**config.mk**
```make
export PLATFORM = sky130hd
export DESIGN_NAME = pll_reset_seq
export DESIGN_NICKNAME = d
export VERILOG_FILES = /design/src/rtl/pll_reset_seq.sv
export SDC_FILE = /design/constraint.sdc
export NUM_CORES = 1
export LEC_CHECK = 0
export ABC_CLOCK_PERIOD_IN_PS = 1800
export CORE_ASPECT_RATIO = 1.2
export CORE_MARGIN = 2
export CORE_UTILIZATION = 25
export DETAILED_ROUTE_END_ITERATION = 8
export PLACE_DENSITY = 0.42
export SETUP_SLACK_MARGIN = 0.1
export SYNTH_ARGS = -nofsm -noshare
export SYNTH_HDL_FRONTEND = slang
export SYNTH_SLANG_ARGS = --single-unit
export TNS_END_PERCENT = 1
```
**constraint.sdc**
```tcl
create_clock -name clk -period 1.8 [get_ports clk]
set_clock_uncertainty 0.1 [all_clocks]
set_input_delay 0.54 -clock clk [delete_from_list [all_inputs] [get_ports clk]]
set_output_delay 0.54 -clock clk [all_outputs]
set_load 0.03 [all_outputs]
```
**src/rtl/pll_reset_seq.sv**
```systemverilog
// PLL consumer-side reset sequencer: debounces pll_locked, releases sys_reset after a stable period.
// Optional PLL reset-request timeout is compiled in with PLL_RESET_SEQ_TIMEOUT_EN.
module pll_reset_seq #(
  parameter int SYNC_STAGES    = 2,
  parameter int STABLE_CYCLES  = 1024,
  parameter int RESET_HOLD     = 16,
  parameter int TIMEOUT_CYCLES = 65536,
  parameter int CNT_W          = 8
) (
  input  logic             clk,
  input  logic             reset,
  input  logic             pll_locked,
  output logic             sys_reset,
  output logic             sys_ready,
  output logic             pll_rst,
  output logic [CNT_W-1:0] loss_count,
  output logic [2:0]       seq_state
);

  // state     | meaning
  // WAIT_LOCK | waiting for synchronized lock
  // STABLE    | lock seen, counting debounce period
  // HOLD      | debounce done, holding sys_reset a little longer
  // RUN       | downstream released
  // PLL_RST   | timeout expired, requesting PLL reset
  localparam logic [2:0] WAIT_LOCK = 3'd0;
  localparam logic [2:0] STABLE    = 3'd1;
  localparam logic [2:0] HOLD      = 3'd2;
  localparam logic [2:0] RUN       = 3'd3;
  localparam logic [2:0] PLL_RST   = 3'd4;

  localparam int MAX_SR   = (STABLE_CYCLES > RESET_HOLD) ? STABLE_CYCLES : RESET_HOLD;
  localparam int MAX_ALL  = (MAX_SR > TIMEOUT_CYCLES) ? MAX_SR : TIMEOUT_CYCLES;
  localparam int CNT_BITS = $clog2(MAX_ALL) + 1;

  logic [SYNC_STAGES-1:0] sync_q;
  logic                   lock_s;
  logic [2:0]             state, state_nxt;
  logic [CNT_BITS-1:0]    cnt, cnt_nxt;
  logic                   loss_inc;

  assign lock_s    = sync_q[SYNC_STAGES-1];
  assign seq_state = state;

  always_ff @(posedge clk) begin
    if (reset) sync_q <= '0;
    else       sync_q <= {sync_q[SYNC_STAGES-2:0], pll_locked};
  end

`ifdef PLL_RESET_SEQ_TIMEOUT_EN
  logic [CNT_BITS-1:0] tcnt, tcnt_nxt;
  logic                waiting;
  assign waiting = (state == WAIT_LOCK) || (state == STABLE) || (state == HOLD);
`endif

  always_comb begin
    state_nxt = state;
    cnt_nxt   = cnt;
    loss_inc  = 1'b0;
    case (state)
      WAIT_LOCK: begin
        if (lock_s) begin
          state_nxt = STABLE;
          cnt_nxt   = '0;
        end
      end
      STABLE: begin
        if (!lock_s) begin
          state_nxt = WAIT_LOCK;
          cnt_nxt   = '0;
        end else if (cnt == CNT_BITS'(STABLE_CYCLES - 1)) begin
          state_nxt = HOLD;
          cnt_nxt   = '0;
        end else begin
          cnt_nxt = cnt + CNT_BITS'(1);
        end
      end
      HOLD: begin
        if (!lock_s) begin
          state_nxt = WAIT_LOCK;
          cnt_nxt   = '0;
        end else if (cnt == CNT_BITS'(RESET_HOLD)) begin
          state_nxt = RUN;
          cnt_nxt   = '0;
        end else begin
          cnt_nxt = cnt + CNT_BITS'(1);
        end
      end
      RUN: begin
        if (!lock_s) begin
          state_nxt = WAIT_LOCK;
          cnt_nxt   = '0;
          loss_inc  = 1'b1;
        end
      end
`ifdef PLL_RESET_SEQ_TIMEOUT_EN
      PLL_RST: begin
        if (cnt == CNT_BITS'(3)) begin
          state_nxt = WAIT_LOCK;
          cnt_nxt   = '0;
        end else begin
          cnt_nxt = cnt + CNT_BITS'(1);
        end
      end
`else
      PLL_RST: begin
        state_nxt = WAIT_LOCK;
        cnt_nxt   = '0;
      end
`endif
      default: begin
        state_nxt = WAIT_LOCK;
        cnt_nxt   = '0;
      end
    endcase

`ifdef PLL_RESET_SEQ_TIMEOUT_EN
    // Timeout overrides lock progress; the return edge from PLL_RST counts as the first waiting cycle.
    tcnt_nxt = '0;
    if (waiting && tcnt == CNT_BITS'(TIMEOUT_CYCLES)) begin
      state_nxt = PLL_RST;
      cnt_nxt   = '0;
    end else if (state != RUN &&
                 (state_nxt == WAIT_LOCK || state_nxt == STABLE || state_nxt == HOLD)) begin
      tcnt_nxt = tcnt + CNT_BITS'(1);
    end
`endif
  end

  always_ff @(posedge clk) begin
    if (reset) begin
      state      <= WAIT_LOCK;
      cnt        <= '0;
      loss_count <= '0;
      sys_reset  <= 1'b1;
      sys_ready  <= 1'b0;
    end else begin
      state     <= state_nxt;
      cnt       <= cnt_nxt;
      sys_reset <= (state_nxt != RUN);
      sys_ready <= (state_nxt == RUN);
      if (loss_inc && loss_count != '1) loss_count <= loss_count + CNT_W'(1);
    end
  end

`ifdef PLL_RESET_SEQ_TIMEOUT_EN
  always_ff @(posedge clk) begin
    if (reset) begin
      tcnt    <= '0;
      pll_rst <= 1'b0;
    end else begin
      tcnt    <= tcnt_nxt;
      pll_rst <= (state_nxt == PLL_RST);
    end
  end
`else
  assign pll_rst = 1'b0;
`endif

endmodule

```
==> results.md, run 1 <==
* Status: complete, but fails checks
* Violated checks: setup timing
* Inst Count DP at 357
* Min-delay worst type: reg -> reg
* CP peak stage delay at 430 ps
* Power per cell area at 508 nW/um^2
* Final wirelength at 5090 um
* WS Path Type: reg -> reg
* Setup crit end kind: register
* Final setup vio count at 17
* Library cells used by synthesis at 46
* Vias per cell at 4.85
* Critical path's top delay family: compound AO/OA/AOI/OAI gates
* Tmin final at 1900 ps
* TritonCTS clock tree: built
* Top post-synthesis cells by area: dfxtp_1 (36%), o211ai_1 (6.8%), nand2_1 (4.7%)
* GRT overflow at 0
* Antenna violation net count after detailed routing at 0
* Commonest non-fill, non-tap cell in the layout: buf_4
* GRT Overall Usage at 13.8%
* TNS Setup at -1010 ps
* Crit path DAT at 1960 ps
* Area Overhead vs Synth at 50.7%
* DIE HEIGHT at 95.9 um
* Clock tree root buffer cell: clkbuf_8
* Largest net degree at the start of global routing at 14
* Commonest non-fill, non-tap cells in the layout: buf_4 (50), dfxtp_1 (23), nand2_1 (21)
* Worst Hold End: sync_q[1]$_SDFF_PP0_
* R2R cell count at 7
* Routability Congestion at 0.782
* Maximum clock rate at 526 MHz
* Net count, final at 287
* Worst-path clk slew at 80 ps
* Die area at 7720 sq um
* RSZ-0062 raised after global routing: yes
* Clock buffer count from CTS at 5
* Worst R2R Setup Slack at -100 ps
* Pwr Total at 1.35 mW
* Cell count after synthesis at 213
* Share of cells above drive strength 1 at 36.5%
* Register Area at 652 sq um
* Detailed Place HPWL at 3700 um
* Reg-to-Reg Start: cnt[3]$_SDFFE_PP0P_
* Clock Tree Buf Depth at 2
* Slowest-stage cell, CP: o31a_4
* Cell area after layout at 2650 sq um
* Critical path cell sequence: buf_6 > and4_4 > nand3_4 > o31a_4 > buf_4 > o211ai_1 > a22oi_1
* Starting Density at 25.8%
* Placed Area at 2430 sq um
* CP bufs+invs at 2
* Leakage at 1.03 nW
* Filler instances at 723
* Final worst slack at -100 ps
* Worst Path Required at 1860 ps
* Core ar. at 6810 sq um
* Fin crit share at 106%
* Syn. warnings at 0
* Routed via count at 1791
* First-pass GRT wire length at 8310 um
* Final Hold Viols at 0
* #FFs+latches synth at 32
* Post-layout util at 38.9%
* Max FO, Critical Path at 8
* # IOs at 17
* Clk Latency, worst-skew pair at 290 ps
* Hold path start: sync_q[0]$_SDFF_PP0_
* Hold Slack at 346 ps
* # diodes at 0
* Site Rows at 33
* H-tree Lvls at 2
* Place WS at -252 ps
* Top FF cell, synth: dfxtp_1
* Avg WL per Cell at 13.8 um
* Asr flop ratio synth at 0%
* FF-to-FF End: cnt[3]$_SDFFE_PP0P_
* Min-Delay Path Depth at 1
* Crit path launch type: register
* Area leader, netlist: dfxtp_1
* Number of synthesized flops with an enable pin at 0
* Syn avg cell area at 8.25 sq um
* Initial DRC count at 83
* Post-synth top area share at 36.4%
* Register area share after synthesis at 36.4%
* Die W at 80.6 um
* Post-Syn Area at 1760 sq um
* Max Cap Violations at 0
* Antenna violations before repair at 0
* Detailed-router iteration count before antenna repair at 4
* Max-slew violation count at 0
* IO Port Bufs at 15
* Post-route insts no fill at 369
* Multi-input logic area at 1110 sq um
* Number of global-route vias before repair at 1770
* # DRC at 0
* VDD IR max at 0.000304 V
* # clock sinks at 32
-- state kept, by name, indices dropped and copies added (netlist names) --
name,cells
sys_ready,1
sync_q,2
sys_reset,1
seq_state,3
cnt,17
loss_count,8
-- worst reg2reg max path: stages, from the launching register on --
cell	delay (ps)
dfxtp_2	360
buf_6	120
and4_4	250
nand3_4	80
o31a_4	430
buf_4	180
o211ai_1	160
a22oi_1	100
-- cells by family after synthesis --
| kind of cell | after synthesis | synth area share (%) |
|---|---|---|
| adders and majority gates | 3 | 2.14 |
| buffers and inverters | 26 | 7.62 |
| other | 1 | 0.213 |
| and+or+nand+nor | 93 | 27.8 |
| DFF | 32 | 36.4 |
| xor gates and xnor gates | 7 | 3.49 |
| muxes | 1 | 0.569 |
| AOI/OAI and AO/OA | 50 | 21.7 |
-- synthesized netlist by cell type (all sizes together) (5+ instances only) --
cell type / number
dfxtp: 32
nand2: 22
nor2: 19
o211ai: 16
inv: 14
nand3: 12
buf: 9
nor3: 9
a21oi: 7
a22oi: 7
o2111ai: 7
and3: 6
xnor2: 6
nor2b: 5
-- worst max-delay path by stage --
| stage | start | end | slack (ps) | cells past startpoint |
|---|---|---|---|---|
| after detailed placement | reset | cnt[7]$_SDFFE_PP0P_ | -250 | 4 |
| after global placement | reset | cnt[7]$_SDFFE_PP0P_ | -230 | 4 |
| after CTS | cnt[14]$_SDFFE_PP0P_ | cnt[6]$_SDFFE_PP0P_ | -90 | 6 |
| after global routing | cnt[5]$_SDFFE_PP0P_ | cnt[13]$_SDFFE_PP0P_ | -170 | 7 |
| after floorplan | cnt[2]$_SDFFE_PP0P_ | cnt[16]$_SDFFE_PP0P_ | 20 | 6 |
| final | cnt[3]$_SDFFE_PP0P_ | cnt[3]$_SDFFE_PP0P_ | -100 | 7 |
-- timing repair --
item	CTS	global route
setup endpoints to repair	29	29
gates cloned	0	1
hold buffers	0	0
pin swaps	6	13
gates resized for setup	22	27
buffers inserted	0	3
-- power breakdown --
part	total (mW)	switching [mW]	internal, mW
logic	0.0613	0.0355	0.0258
registers	0.714	0.00311	0.711
clock network	0.570	0.300	0.270
-- routing by layer --
metal	up-vias	track usage (%)	part of all wire, %
li1	908	-	-
met1	845	16.4	44
met2	28	24.8	51
met3	10	2.35	2.8
met4	0	4.94	2.3
met5	-	0	0
-- cell type report --
type	count	share of cell area (%)
Multi-Input combinational cell	156	42.0
Sequential cell	32	24.6
Timing Repair Buffer	72	24.0
Tap cell	87	4.11
Clock buffer	5	2.60
Inverter	14	1.98
Clock inverter	3	0.708
No activity file was read; power rests on OpenSTA's default activity.
==> run 2, diff against run 1 <==
--- a/config.mk
+++ b/config.mk
@@ -12,6 +12,7 @@
 export DETAILED_ROUTE_END_ITERATION = 8
 export PLACE_DENSITY = 0.42
 export SETUP_SLACK_MARGIN = 0.1
+export SLEW_MARGIN = 20
 export SYNTH_ARGS = -nofsm -noshare
 export SYNTH_HDL_FRONTEND = slang
 export SYNTH_SLANG_ARGS = --single-unit
==> results of run 2 <==
The final DEF is identical to that of run 1; final timing and power are the same.
==> run 3, diff against run 2 <==
--- a/config.mk
+++ b/config.mk
@@ -7,7 +7,6 @@
 export LEC_CHECK = 0
 export ABC_CLOCK_PERIOD_IN_PS = 1800
 export CORE_ASPECT_RATIO = 1.2
-export CORE_MARGIN = 2
 export CORE_UTILIZATION = 25
 export DETAILED_ROUTE_END_ITERATION = 8
 export PLACE_DENSITY = 0.42
==> run 3 against run 2 <==
The run still ends with setup timing left. Global-route usage is 1.1 points higher. Flip-flop and latch count stayed put. Maximum frequency is 2.3% higher. Register-to-register slack better by 40 ps. Clock power is 6.1% lower. Via count is 1.6% lower. Largest cell class unchanged. Highest routed layer unchanged.
==> results.md, run 3 (synthesized netlist as in run 1, its figures left out) <==
* Status: complete, but fails checks
* Violated checks: setup timing
* Final worst slack at -57.3 ps (+42.7 ps)
* Worst R2R Setup Slack at -60 ps (+40 ps)
* Avg WL per Cell at 13.4 um (-3.0%)
* Min-delay worst type: reg -> reg
* Setup crit end kind: register
* Share of cells above drive strength 1 at 36.7% (+0.13 points)
* H-tree Lvls at 2 (unchanged)
* Max FO, Critical Path at 14 (+6)
* Final Hold Viols at 0 (unchanged)
* Routability Congestion at 0.768 (-1.9%)
* CP peak stage delay at 440 ps (about the same)
* Antenna violations before repair at 0 (unchanged)
* Routed via count at 1762 (-1.6%)
* Slowest-stage cell, CP: or3_1
* Largest Register: cnt
* Site Rows at 33 (unchanged)
* # clock sinks at 32 (unchanged)
* Die W at 78.6 um (-2.5%)
* Critical path's top delay family: compound AO/OA/AOI/OAI gates
* Core ar. at 6810 sq um (unchanged)
* Commonest non-fill, non-tap cells in the layout: buf_4 (52), dfxtp_1 (23), nand2_1 (21)
* RSZ-0062 raised after global routing: yes
* Area Overhead vs Synth at 50.4%
* Tmin final at 1860 ps (-42.7 ps)
* Placed Area at 2440 sq um (+0.31%)
* First-pass GRT wire length at 8460 um (+1.8%)
* Detailed-router iteration count before antenna repair at 4 (unchanged)
* Final setup vio count at 16 (-1)
* IO Port Bufs at 15 (unchanged)
* Critical path cell sequence: or3_1 > o311a_4 > buf_12 > o211ai_1 > a22oi_2
* GRT overflow at 0 (unchanged)
* Commonest non-fill, non-tap cell in the layout: buf_4
* Antenna violation net count after detailed routing at 0 (unchanged)
* # DRC at 0 (unchanged)
* VDD IR max at 0.000285 V (-6.3%)
* Initial DRC count at 35 (-58%)
* TNS Setup at -488 ps (+522 ps)
* Max-slew violation count at 0 (unchanged)
* TritonCTS clock tree: built
* Place WS at -187 ps (+64.7 ps)
* WS Path Type: reg -> reg
* Crit path launch type: register
* Clk Latency, worst-skew pair at 290 ps (about the same)
* DIE HEIGHT at 93.9 um (-2.1%)
* Worst Path Required at 1870 ps (about the same)
* Post-route insts no fill at 368 (-0.27%)
* Power per cell area at 496 nW/um^2 (-2.3%)
* Starting Density at 25.8% (unchanged)
* Max Cap Violations at 0 (unchanged)
* Largest net degree at the start of global routing at 15 (+1)
* Fin crit share at 103% (-2.4 points)
* Final wirelength at 4930 um (-3.2%)
* Crit path DAT at 1930 ps (-30 ps)
* Detailed Place HPWL at 3690 um (-0.32%)
* Clock Tree Buf Depth at 2 (unchanged)
* Largest register FFs at 17 (unchanged)
* GRT Overall Usage at 14.9% (+1.1 points)
* Worst-path clk slew at 70 ps (about the same)
* Inst Count DP at 358 (+0.28%)
* CP bufs+invs at 1 (-1)
* Net count, final at 287 (unchanged)
* # IOs at 17 (unchanged)
* Leakage at 1.02 nW (-1.1%)
* Die area at 7370 sq um (-4.5%)
* Cell area after layout at 2640 sq um (-0.24%)
* Vias per cell at 4.79 (-1.4%)
* Maximum clock rate at 538 MHz (+2.3%)
* Clock buffer count from CTS at 5 (unchanged)
* # diodes at 0 (unchanged)
* Clock tree root buffer cell: clkbuf_8
* Number of global-route vias before repair at 1758 (-0.68%)
run 3: worst paths after layout:
kind	depth (start not counted)	to	from
worst max register to register	5	cnt[7]$_SDFFE_PP0P_	cnt[2]$_SDFFE_PP0P_
worst min register to register	1	sync_q[1]$_SDFF_PP0_	sync_q[0]$_SDFF_PP0_
worst min-delay path	1	sync_q[1]$_SDFF_PP0_	sync_q[0]$_SDFF_PP0_
worst max-delay path	5	cnt[7]$_SDFFE_PP0P_	cnt[2]$_SDFFE_PP0P_
run 3: area by class of cell:
| class | instances | area, sq um |
|---|---|---|
| inverter | 14 | 52.6 |
| multi-input combinational | 156 | 1140 |
| fill | 711 | 4170 |
| clock inverter | 1 | 5.00 |
| clock buffer | 6 | 72.6 |
| sequential | 32 | 654 |
| timing repair buffer | 72 | 614 |
| tap | 87 | 109 |
run 3: worst register-to-register path, stage by stage (launching register included):
cell      delay, ps
dfxtp_2         320
or3_1           440
o311a_4         430
buf_12          160
o211ai_1        220
a22oi_2          80
run 3: what timing repair did:
action                                  in CTS  in global routing
resized for setup                           26                 25
pin swaps                                    5                 18
buffers inserted                             1                  2
hold buffers                                 0                  0
endpoints found under the setup margin      31                 31
run 3: through the flow:
stage / hold slack (ps) / total power, mW / utilization [%]
after floorplan: 314 / 0.761 / -
after global placement: 349 / 0.793 / 35.8
after detailed placement: 350 / 0.794 / 35.8
after CTS: 363 / 1.34 / 37.5
after global routing: 393 / 1.36 / 38.8
final: 357 / 1.31 / 38.8
run 3: per-layer routing:
layer	vias up	GRT usage [%]	part of all wire [%]
li1	906	-	-
met1	819	17.7	45
met2	24	25.9	49
met3	13	2.43	2.7
met4	0	6.64	2.9
met5	-	0	0
run 3: power breakdown:
group / switching, mW / internal [mW]
Clock: 0.272 / 0.263
Sequential: 0.00299 / 0.710
Combinational: 0.0365 / 0.0266
Total: 0.311 / 0.999
